<file path="src/rtl/mem_stage_pkg.sv">
`default_nettype none
// +------------------------------------------------------------------+
// | mem_stage_pkg: shared opcodes, funct3 codes, FSM states, helpers  |
// | Rev 1.0                                                           |
// +------------------------------------------------------------------+
package mem_stage_pkg;

  localparam logic [6:0] OPCODE_LOAD  = 7'b0000011;
  localparam logic [6:0] OPCODE_STORE = 7'b0100011;

  localparam logic [2:0] FUNCT3_LB  = 3'b000;
  localparam logic [2:0] FUNCT3_LH  = 3'b001;
  localparam logic [2:0] FUNCT3_LW  = 3'b010;
  localparam logic [2:0] FUNCT3_LBU = 3'b100;
  localparam logic [2:0] FUNCT3_LHU = 3'b101;
  localparam logic [2:0] FUNCT3_SB  = 3'b000;
  localparam logic [2:0] FUNCT3_SH  = 3'b001;
  localparam logic [2:0] FUNCT3_SW  = 3'b010;

  localparam int unsigned BE_WIDTH = 4;

  typedef enum logic [1:0] {
    IDLE = 2'd0,
    REQ  = 2'd1,
    RESP = 2'd2,
    OUT  = 2'd3
  } mem_state_t;

  // Unsupported funct3 encodings are reported as misaligned so they never reach memory.
  function automatic logic is_misaligned(input logic is_store, input logic [2:0] funct3,
                                         input logic [1:0] addr_lo);
    logic mis;
    mis = 1'b1;
    if (is_store) begin
      case (funct3)
        FUNCT3_SB: mis = 1'b0;
        FUNCT3_SH: mis = addr_lo[0];
        FUNCT3_SW: mis = |addr_lo;
        default:   mis = 1'b1;
      endcase
    end else begin
      case (funct3)
        FUNCT3_LB, FUNCT3_LBU: mis = 1'b0;
        FUNCT3_LH, FUNCT3_LHU: mis = addr_lo[0];
        FUNCT3_LW:             mis = |addr_lo;
        default:               mis = 1'b1;
      endcase
    end
    return mis;
  endfunction

endpackage
`default_nettype wire

</file>
<file path="src/rtl/mem_stage_load_align.sv">
`default_nettype none
// +------------------------------------------------------------------+
// | load_align: shifts the read word to the addressed lane and        |
// | sign/zero-extends byte and halfword loads. Rev 1.0                |
// +------------------------------------------------------------------+
module load_align
  import mem_stage_pkg::*;
#(
  parameter int unsigned DWIDTH = 8 * BE_WIDTH
) (
  input  logic [DWIDTH-1:0] rdata,
  input  logic [1:0]        addr,
  input  logic [2:0]        funct3,
  output logic [DWIDTH-1:0] data
);

  logic [15:0] w_shifted;

  assign w_shifted = 16'(rdata >> {addr, 3'b000});

  always_comb begin
    data = rdata;
    case (funct3)
      FUNCT3_LB:  data = {{(DWIDTH-8){w_shifted[7]}}, w_shifted[7:0]};
      FUNCT3_LBU: data = {{(DWIDTH-8){1'b0}}, w_shifted[7:0]};
      FUNCT3_LH:  data = {{(DWIDTH-16){w_shifted[15]}}, w_shifted};
      FUNCT3_LHU: data = {{(DWIDTH-16){1'b0}}, w_shifted};
      FUNCT3_LW:  data = rdata;
      default:    data = rdata;
    endcase
  end

endmodule
`default_nettype wire

</file>
<file path="src/rtl/mem_stage.sv">
`default_nettype none
// +------------------------------------------------------------------+
// | mem_stage: memory-access stage; runs req/gnt/rvalid transactions  |
// | for loads/stores and passes other results to writeback. Rev 1.0   |
// +------------------------------------------------------------------+
module mem_stage
  import mem_stage_pkg::*;
#(
  parameter int unsigned DWIDTH = 8 * BE_WIDTH,
  parameter int unsigned AWIDTH = 32
) (
  input  logic                clk,
  input  logic                reset,
  input  logic                valid_i,
  output logic                ready_o,
  input  logic [AWIDTH-1:0]   pc_i,
  input  logic [DWIDTH-1:0]   alu_res_i,
  input  logic [DWIDTH-1:0]   rs2_i,
  input  logic [6:0]          opcode_i,
  input  logic [2:0]          funct3_i,
  input  logic [4:0]          rd_i,
  output logic                mem_req_o,
  output logic                mem_we_o,
  output logic [AWIDTH-1:0]   mem_addr_o,
  output logic [DWIDTH-1:0]   mem_wdata_o,
  output logic [DWIDTH/8-1:0] mem_be_o,
  input  logic                mem_gnt_i,
  input  logic                mem_rvalid_i,
  input  logic [DWIDTH-1:0]   mem_rdata_i,
  output logic                valid_o,
  input  logic                ready_i,
  output logic [AWIDTH-1:0]   pc_o,
  output logic [4:0]          rd_o,
  output logic [DWIDTH-1:0]   res_o,
  output logic                misalign_o
);

  localparam int unsigned c_BE_W = DWIDTH / 8;

  mem_state_t r_state;
  mem_state_t w_state_next;

  logic [AWIDTH-1:0] r_addr;
  logic [2:0]        r_funct3;
  logic              r_is_store;

  logic              w_accept;
  logic              w_is_load;
  logic              w_is_store;
  logic              w_is_mem;
  logic              w_misaligned;
  logic              w_go_mem;
  logic [AWIDTH-1:0] w_addr;
  logic [DWIDTH-1:0] w_load_data;
  logic [DWIDTH-1:0] w_st_wdata;
  logic [c_BE_W-1:0] w_st_be;

  assign w_addr       = AWIDTH'(alu_res_i);
  assign w_is_load    = (opcode_i == OPCODE_LOAD);
  assign w_is_store   = (opcode_i == OPCODE_STORE);
  assign w_is_mem     = w_is_load | w_is_store;
  assign w_misaligned = is_misaligned(w_is_store, funct3_i, w_addr[1:0]);
  assign w_go_mem     = w_is_mem & ~w_misaligned;
  assign w_accept     = valid_i & ready_o;

  // Loads drive all byte enables and zero write data.
  always_comb begin
    w_st_be    = '1;
    w_st_wdata = '0;
    if (w_is_store) begin
      case (funct3_i)
        FUNCT3_SB: begin
          w_st_be    = c_BE_W'(1) << w_addr[1:0];
          w_st_wdata = {c_BE_W{rs2_i[7:0]}};
        end
        FUNCT3_SH: begin
          w_st_be    = w_addr[1] ? c_BE_W'(4'b1100) : c_BE_W'(4'b0011);
          w_st_wdata = {(DWIDTH/16){rs2_i[15:0]}};
        end
        default: begin
          w_st_be    = '1;
          w_st_wdata = rs2_i;
        end
      endcase
    end
  end

  load_align #(
    .DWIDTH (DWIDTH)
  ) u_load_align (
    .rdata  (mem_rdata_i),
    .addr   (r_addr[1:0]),
    .funct3 (r_funct3),
    .data   (w_load_data)
  );

  always_ff @(posedge clk or negedge reset) begin
    if (!reset) begin
      r_state <= IDLE;
    end else begin
      r_state <= w_state_next;
    end
  end

  always_comb begin
    w_state_next = r_state;
    ready_o      = 1'b0;
    valid_o      = 1'b0;
    mem_req_o    = 1'b0;
    mem_we_o     = 1'b0;
    case (r_state)
      IDLE: begin
        ready_o = 1'b1;
        if (w_accept) w_state_next = w_go_mem ? REQ : OUT;
      end
      REQ: begin
        mem_req_o = 1'b1;
        mem_we_o  = r_is_store;
        if (mem_gnt_i) w_state_next = r_is_store ? OUT : RESP;
      end
      RESP: begin
        if (mem_rvalid_i) w_state_next = OUT;
      end
      OUT: begin
        valid_o = 1'b1;
        if (ready_i) w_state_next = IDLE;
      end
      default: w_state_next = IDLE;
    endcase
  end

  // Stores and misaligned accesses report the address; it is captured at accept and held.
  always_ff @(posedge clk or negedge reset) begin
    if (!reset) begin
      r_addr      <= '0;
      r_funct3    <= '0;
      r_is_store  <= 1'b0;
      pc_o        <= '0;
      rd_o        <= '0;
      res_o       <= '0;
      misalign_o  <= 1'b0;
      mem_addr_o  <= '0;
      mem_be_o    <= '0;
      mem_wdata_o <= '0;
    end else begin
      case (r_state)
        IDLE: begin
          if (w_accept) begin
            pc_o       <= pc_i;
            rd_o       <= rd_i;
            r_addr     <= w_addr;
            r_funct3   <= funct3_i;
            r_is_store <= w_is_store;
            misalign_o <= w_is_mem & w_misaligned;
            res_o      <= w_is_mem ? DWIDTH'(w_addr) : alu_res_i;
            if (w_go_mem) begin
              mem_addr_o  <= {w_addr[AWIDTH-1:2], 2'b00};
              mem_be_o    <= w_st_be;
              mem_wdata_o <= w_st_wdata;
            end
          end
        end
        RESP: begin
          if (mem_rvalid_i) res_o <= w_load_data;
        end
        default: ;
      endcase
    end
  end

endmodule
`default_nettype wire
</file>
<file path="config.mk">
export PLATFORM = sky130hd
export DESIGN_NAME = mem_stage
export DESIGN_NICKNAME = d
export VERILOG_FILES = /design/src/rtl/mem_stage_pkg.sv /design/src/rtl/mem_stage_load_align.sv /design/src/rtl/mem_stage.sv
export SDC_FILE = /design/constraint.sdc
export NUM_CORES = 1
export LEC_CHECK = 0
export BUFFER_PORTS_ARGS = -buffer_cell sky130_fd_sc_hd__buf_2
export CORE_MARGIN = 2
export CORE_UTILIZATION = 49
export DETAILED_ROUTE_END_ITERATION = 8
export GPL_ROUTABILITY_DRIVEN = 0
export PLACE_DENSITY_LB_ADDON = 0.3
export SLEW_MARGIN = 10
export SYNTH_ARGS = -nofsm -noshare
export SYNTH_HDL_FRONTEND = slang
export SYNTH_HIERARCHICAL = 1
export SYNTH_SLANG_ARGS = --single-unit
</file>
<file path="constraint.sdc">
create_clock -name clk -period 3 [get_ports clk]
set_clock_uncertainty 0.15 [all_clocks]
set_input_delay 0.9 -clock clk [delete_from_list [all_inputs] [get_ports clk]]
set_output_delay 0.9 -clock clk [all_outputs]
set_load 0.05 [all_outputs]
</file>
# [Word level (Yosys, flattened, before mapping)]
# Index checks and enable logic that the tools add are counted.
[totals] reg_bits=144 inputBits=149 word_cells=68
[classes] n_eq_ne=16 n_shift=2 mux=23 bitwise=5 n_reduce_logical=11
[op_table] op="32-bit one-hot mux with 2 select lines" n=2
[op_table] op="32-bit one-hot mux with 4 select lines" n=1
[op_table] op="32-bit two-way mux" n=3
[op_table] op="32-bit by 5-bit right shift with 16-bit output" n=1
[op_table] op="3-bit equality test (second input constant)" n=4
[op_table] op="2-bit two-way mux" n=5
[op_table] op="4-bit two-way mux" n=2
[op_table] op="2-bit inequality test (second input constant)" n=4
[op_table] op="2-bit one-hot mux with 4 select lines" n=1
[op_table] op="4-bit one-hot mux with 2 select lines" n=1
[op_table] op="7-bit by 2-bit equality test with 1-bit output (second input constant)" n=1
[op_table] op="7-bit by 6-bit equality test with 1-bit output (second input constant)" n=1
[op_table] op="3-bit by 1-bit equality test with 1-bit output (second input constant)" n=2
[op_table] op="3-bit zero test" n=2
[op_table] op="1-bit two-way mux" n=6
[op_table] op="1-bit one-hot mux with 3 select lines" n=2
[op_table] op="3-bit AND reduction" n=2
[op_table] op="2-bit OR reduction" n=3
[op_table] op="2-bit equality test (second input constant)" n=2
[op_table] op="4-bit AND reduction" n=1
[op_table] op="1-bit by 2-bit left shift with 4-bit output (first input constant)" n=1
[op_table] op="1-bit bitwise AND" n=3
[op_table] op="3-bit by 2-bit equality test with 1-bit output (second input constant)" n=1
[op_table] op="2-bit by 1-bit equality test with 1-bit output (second input constant)" n=1
[op_table] op="other kinds (5)" n=5

# [Depth between registers and ports, before layout]
[logic_depth] depth_word=9 mapped_depth=8

# [Cells and area by module]
# The synthesis kept the hierarchy.
[modules_own_cells] module="mem_stage" n_inst=1 cells_each=486 area_each_um2=6332.3 seq_area_each_um2=3603.5
[modules_own_cells] module="load_align" n_inst=1 cells_each=111 area_each_um2=715.7 seq_area_each_um2=0.0

# [Least setup slack after synthesis]
# No wires, ideal clock.
[synth_path] path_kind="in2reg" from="in mem_rdata_i[31]" to="reg res_o[24]" setup_time_ns=0.125 arrival_ns=2.352 t_required_ns=2.725 path_slack_ns=0.373 path_stages=6 cell_sequence="mux4_2 o211ai_4 buf_6 o21ai_0 mux2_2 mux2_2"
[synth_between] elab_chain_len=4
[synth_rtl] element="from (decl)" line="mem_stage.sv:29" source="input logic [DWIDTH-1:0] mem_rdata_i,"
[synth_rtl] element="32-bit by 5-bit right shift with 16-bit output" line="mem_stage_load_align.sv:19" source="assign w_shifted = 16'(rdata >> {addr, 3'b000});"
[synth_rtl] element="32-bit one-hot mux with 4 select lines" line="mem_stage_load_align.sv:23" source="case (funct3)"
[synth_rtl] element="named net w_load_data[24]" line="mem_stage.sv:54" source="logic [DWIDTH-1:0] w_load_data;"
[synth_rtl] element="32-bit two-way mux" line="mem_stage.sv:164" source="if (mem_rvalid_i) res_o <= w_load_data;"
[synth_rtl] element="32-bit one-hot mux with 2 select lines" line="mem_stage.sv:146" source="case (r_state)"
[synth_rtl] element="to (signal assigned)" line="mem_stage.sv:155" source="res_o <= w_is_mem ? DWIDTH'(w_addr) : alu_res_i;"
[synth_rtl] element="to (signal assigned)" line="mem_stage.sv:164"
[synth_rtl] element="to (decl)" line="mem_stage.sv:34" source="output logic [DWIDTH-1:0] res_o,"
# The timed path passes the listed nets, and every way through them passes these cells. The select of a mux whose other input is x is not followed.
# A chain may end at the register's enable or synchronous reset.

# [Worst setup path after layout]
[layout_path] from="reg r_state[1]" to="out mem_we_o"
[layout_between] elab_chain_len=2
[layout_rtl] element="from (decl)" line="mem_stage.sv:40" source="mem_state_t r_state;"
[layout_rtl] element="from (signal assigned)" line="mem_stage.sv:101" source="r_state <= w_state_next;"
[layout_rtl] element="2-bit by 1-bit equality test with 1-bit output" line="mem_stage.sv:111" source="case (r_state)"
[layout_rtl] element="1-bit two-way mux" line="mem_stage.sv:111"
[layout_rtl] element="to (decl)" line="mem_stage.sv:23" source="output logic mem_we_o,"
# No other way between the ends.

==> metrics.md <==
| Metric | Value |
|---|---|
| Per-cell routed wire length | `18.0 um` |
| Row count | `43` |
| Slew Viols, Final | `0` |
| Final min period | `around 2.7 ns` |
| Worst Path Required | `1.95 ns` |
| Crit path arrival time | `1.62 ns` |
| DRC errors left | `0` |
| # Max-Cap Violations | `0` |
| Max Root-Sink Buffers | `2` |
| Leading post-synthesis cells by cell area | `dfrtp_1 51%, mux2_2 22%, nand2_1 4.5%` |
| IO Port Bufs | `around 290` |
| CP peak stage delay | `0.42 ns` |
| Worst Setup End Kind | `output pin` |
| Tightest hold margin | `0.272 ns` |
| First-pass GRT wire length | `29.3 mm` |
| Main flop type after synthesis | `dfrtp_1` |
| Avg Inst Size Synth | `11.8 um^2` |
| Synthesis Warnings | `6` |
| Crit-path leading delay family | `flip-flops` |
| TritonCTS sink count | `144` |
| Initial Util | `roughly 50%` |
| CTS clk-pin slew, worst paths | `0.06 ns` |
| CP Cell Sequence | `inv_1 > ha_1 > and2_1 > buf_2` |
| Max Clock Freq | `375 MHz` |
| Iter 0 DRT Violations | `380` |
| Final Cycle Share | `88.9%` |
| CTS tree | `done` |
| I/O pin total | `a little under 300` |
| Yosys top cell area share | `51.1%` |
| Core area | `0.0140 mm^2` |
| DR vias | `5800` |
| HP Class | `in2async` |
| Hpwl dp | `14.6 mm` |
| Nets | `1038` |
| Int Power | `5.40 mW` |
| Total GRT Usage | `between 20% and 30%` |
| Critical path buffers and inverters | `2` |
| Register area share after synthesis | `51.1%` |
| Number of global-route vias before repair | `about 5700` |
| Final TNS setup | `0 ns` |
| Drt total wl | `19.4 mm` |
| Max VDD drop | `0.832 mV` |
| Post-DP Area | `0.00872 mm^2` |
| Clock power share | `20.0%` |
| Initial DRT Pass Iterations | `7` |
| Die X | `between 100 and 150 um` |
| Grt ovf | `0` |
| Sw power | `4.47 mW` |
| Final setup viols | `0` |
| Cell taking the most area after synthesis | `dfrtp_1` |
| Cell count after synthesis | `597` |
| Cts hold-fix bufs | `0` |
| Initial antenna violation count | `2` |
| Leakage Power | `4.74 nW` |
| Root Buffer | `clkbuf_16` |
| Comb power frac | `51.1%` |
| Pin count of the biggest net entering global routing | `52` |
| RSZ-0062 raised after global routing | `false` |
| PD cells | `1060 mW/mm^2` |
| Post-Place Cells | `around 1000` |
| Sequential Power Share | `28.8%` |
| Post-route cell area | `~0.0093 mm^2` |
| Number of synthesized flops with an enable pin | `0` |
| Least-Margin Pin Slew | `0.593 ns` |
| CP max stage cell | `dfrtp_1` |
| Fin cells | `roughly 1100` |
| Synth Register Bits | `roughly 140` |
| Sw Ratio | `45.3%` |
| Netlist cell types | `47` |
| H-tree depth | `4` |
| CP Max Fanout | `4` |
| Status | `complete, no violations` |
| Final Hold Fails | `0` |
| Type of origin of the critical path | `register` |
| Asr flop ratio synth | `100%` |
| DIE AREA | `about 0.015 mm^2` |
| Type of the worst setup path | `reg2out` |
| Count leader, synth | `dfrtp_1` |
| Relative slew margins | `60.4%` |
| Layout cells sized above 1 | `55.6%` |
| Antenna-violating nets left | `0` |
| Post-synthesis cell area | `between 0.007 and 0.008 mm^2` |
| Average vias per placed instance | `5.38` |
| Setup Buffers After CTS | `0` |
| Die Ht | `124 um` |
| Post-CTS sizing | `0` |
| TritonCTS buffer count | `17` |
| Worst skew pair latency | `0.41 ns` |
| Most common library cells after synthesis | `144 x dfrtp_1, 139 x mux2_2, 84 x nand2_1` |
| Final Core Density | `66.4%` |
| Area delta synth->final | `31.7%` |
-- path summary, 6_finish.rpt --
path / start / endpoint / slack (ns) / cells after the start
worst max-delay path: r_state[1] / mem_we_o / 0.33 / 4
worst min-delay path: reset / mem_wdata_o[10] / 0.27 / 1
min in group clk: mem_wdata_o[17] / mem_wdata_o[17] / 0.32 / 2
worst max register to register: r_addr[1] / res_o[22] / 0.51 / 5
max in group asynchronous: reset / pc_o[11] / 1.66 / 2
worst min register to register: mem_wdata_o[17] / mem_wdata_o[17] / 0.32 / 2
-- state kept, by name (all words and copies together), names as in the netlist --
register / flops
mem_addr_o: 30
mem_be_o: 4
mem_wdata_o: 32
misalign_o: 1
pc_o: 32
r_addr: 2
r_funct3: 3
r_is_store: 1
r_state: 2
rd_o: 5
res_o: 32
-- routing by layer --
layer  wire, um  global-route usage (%)
met3       1420                    5.68
met5          0                       0
met1       8030                    32.8
met2       9410                    41.0
met4        543                    10.7
-- power groups by stage --
stage / Combinational (mW) / Clock (mW) / Sequential, mW
after floorplan: 2.13 / 0 / 4.56
after global placement: 4.98 / 0 / 2.86
after detailed placement: 5.05 / 0 / 2.87
after CTS: 5.06 / 2.02 / 2.84
after global routing: 5.32 / 2.11 / 2.92
final: 5.05 / 1.98 / 2.84
-- layout by cell type, fill, tap and decap left out, drive strengths merged, types with 6 or more instances in the layout --
cell / instances
a221oi: 6
buf: 308
clkbuf: 18
clkinv: 8
dfrtp: 144
inv: 9
mux2: 147
mux2i: 13
nand2: 84
nor2: 21
o21ai: 48
o31ai: 31
-- cell families (layout without fill, tap and decap cells) --
kind of cell    count (synthesis)  in the layout  share of synthesized area [%]
mux                           161            161                           26.1
flops                         144            144                           51.1
simple gates                  124            124                           7.44
compound gates                112            112                           10.8
buf+inv                        50            349                           3.62
fa+ha+maj                       5              5                          0.888
other cells                     1              4                         0.0532
-- per-stage QoR --
step | power [mW] | setup WS (ns)
3_5_place_dp | 7.91 | 0.0651
3_3_place_gp | 7.84 | 0.116
4_1_cts | 9.93 | 0.310
2_1_floorplan | 6.69 | 0.373
6_report | 9.87 | 0.334
5_1_grt | 10.4 | 0.207
-- final cells by class --
type	instances	area (um^2)
Antenna cell	2	5.00
Clock inverter	14	119
Tap cell	180	225
Clock buffer	18	439
Inverter	9	33.8
Fill cell	1133	4710
Sequential cell	144	3600
Timing Repair Buffer	308	1640
Multi-Input combinational cell	404	3220
Note: power is estimated with default switching activity, not from simulation.
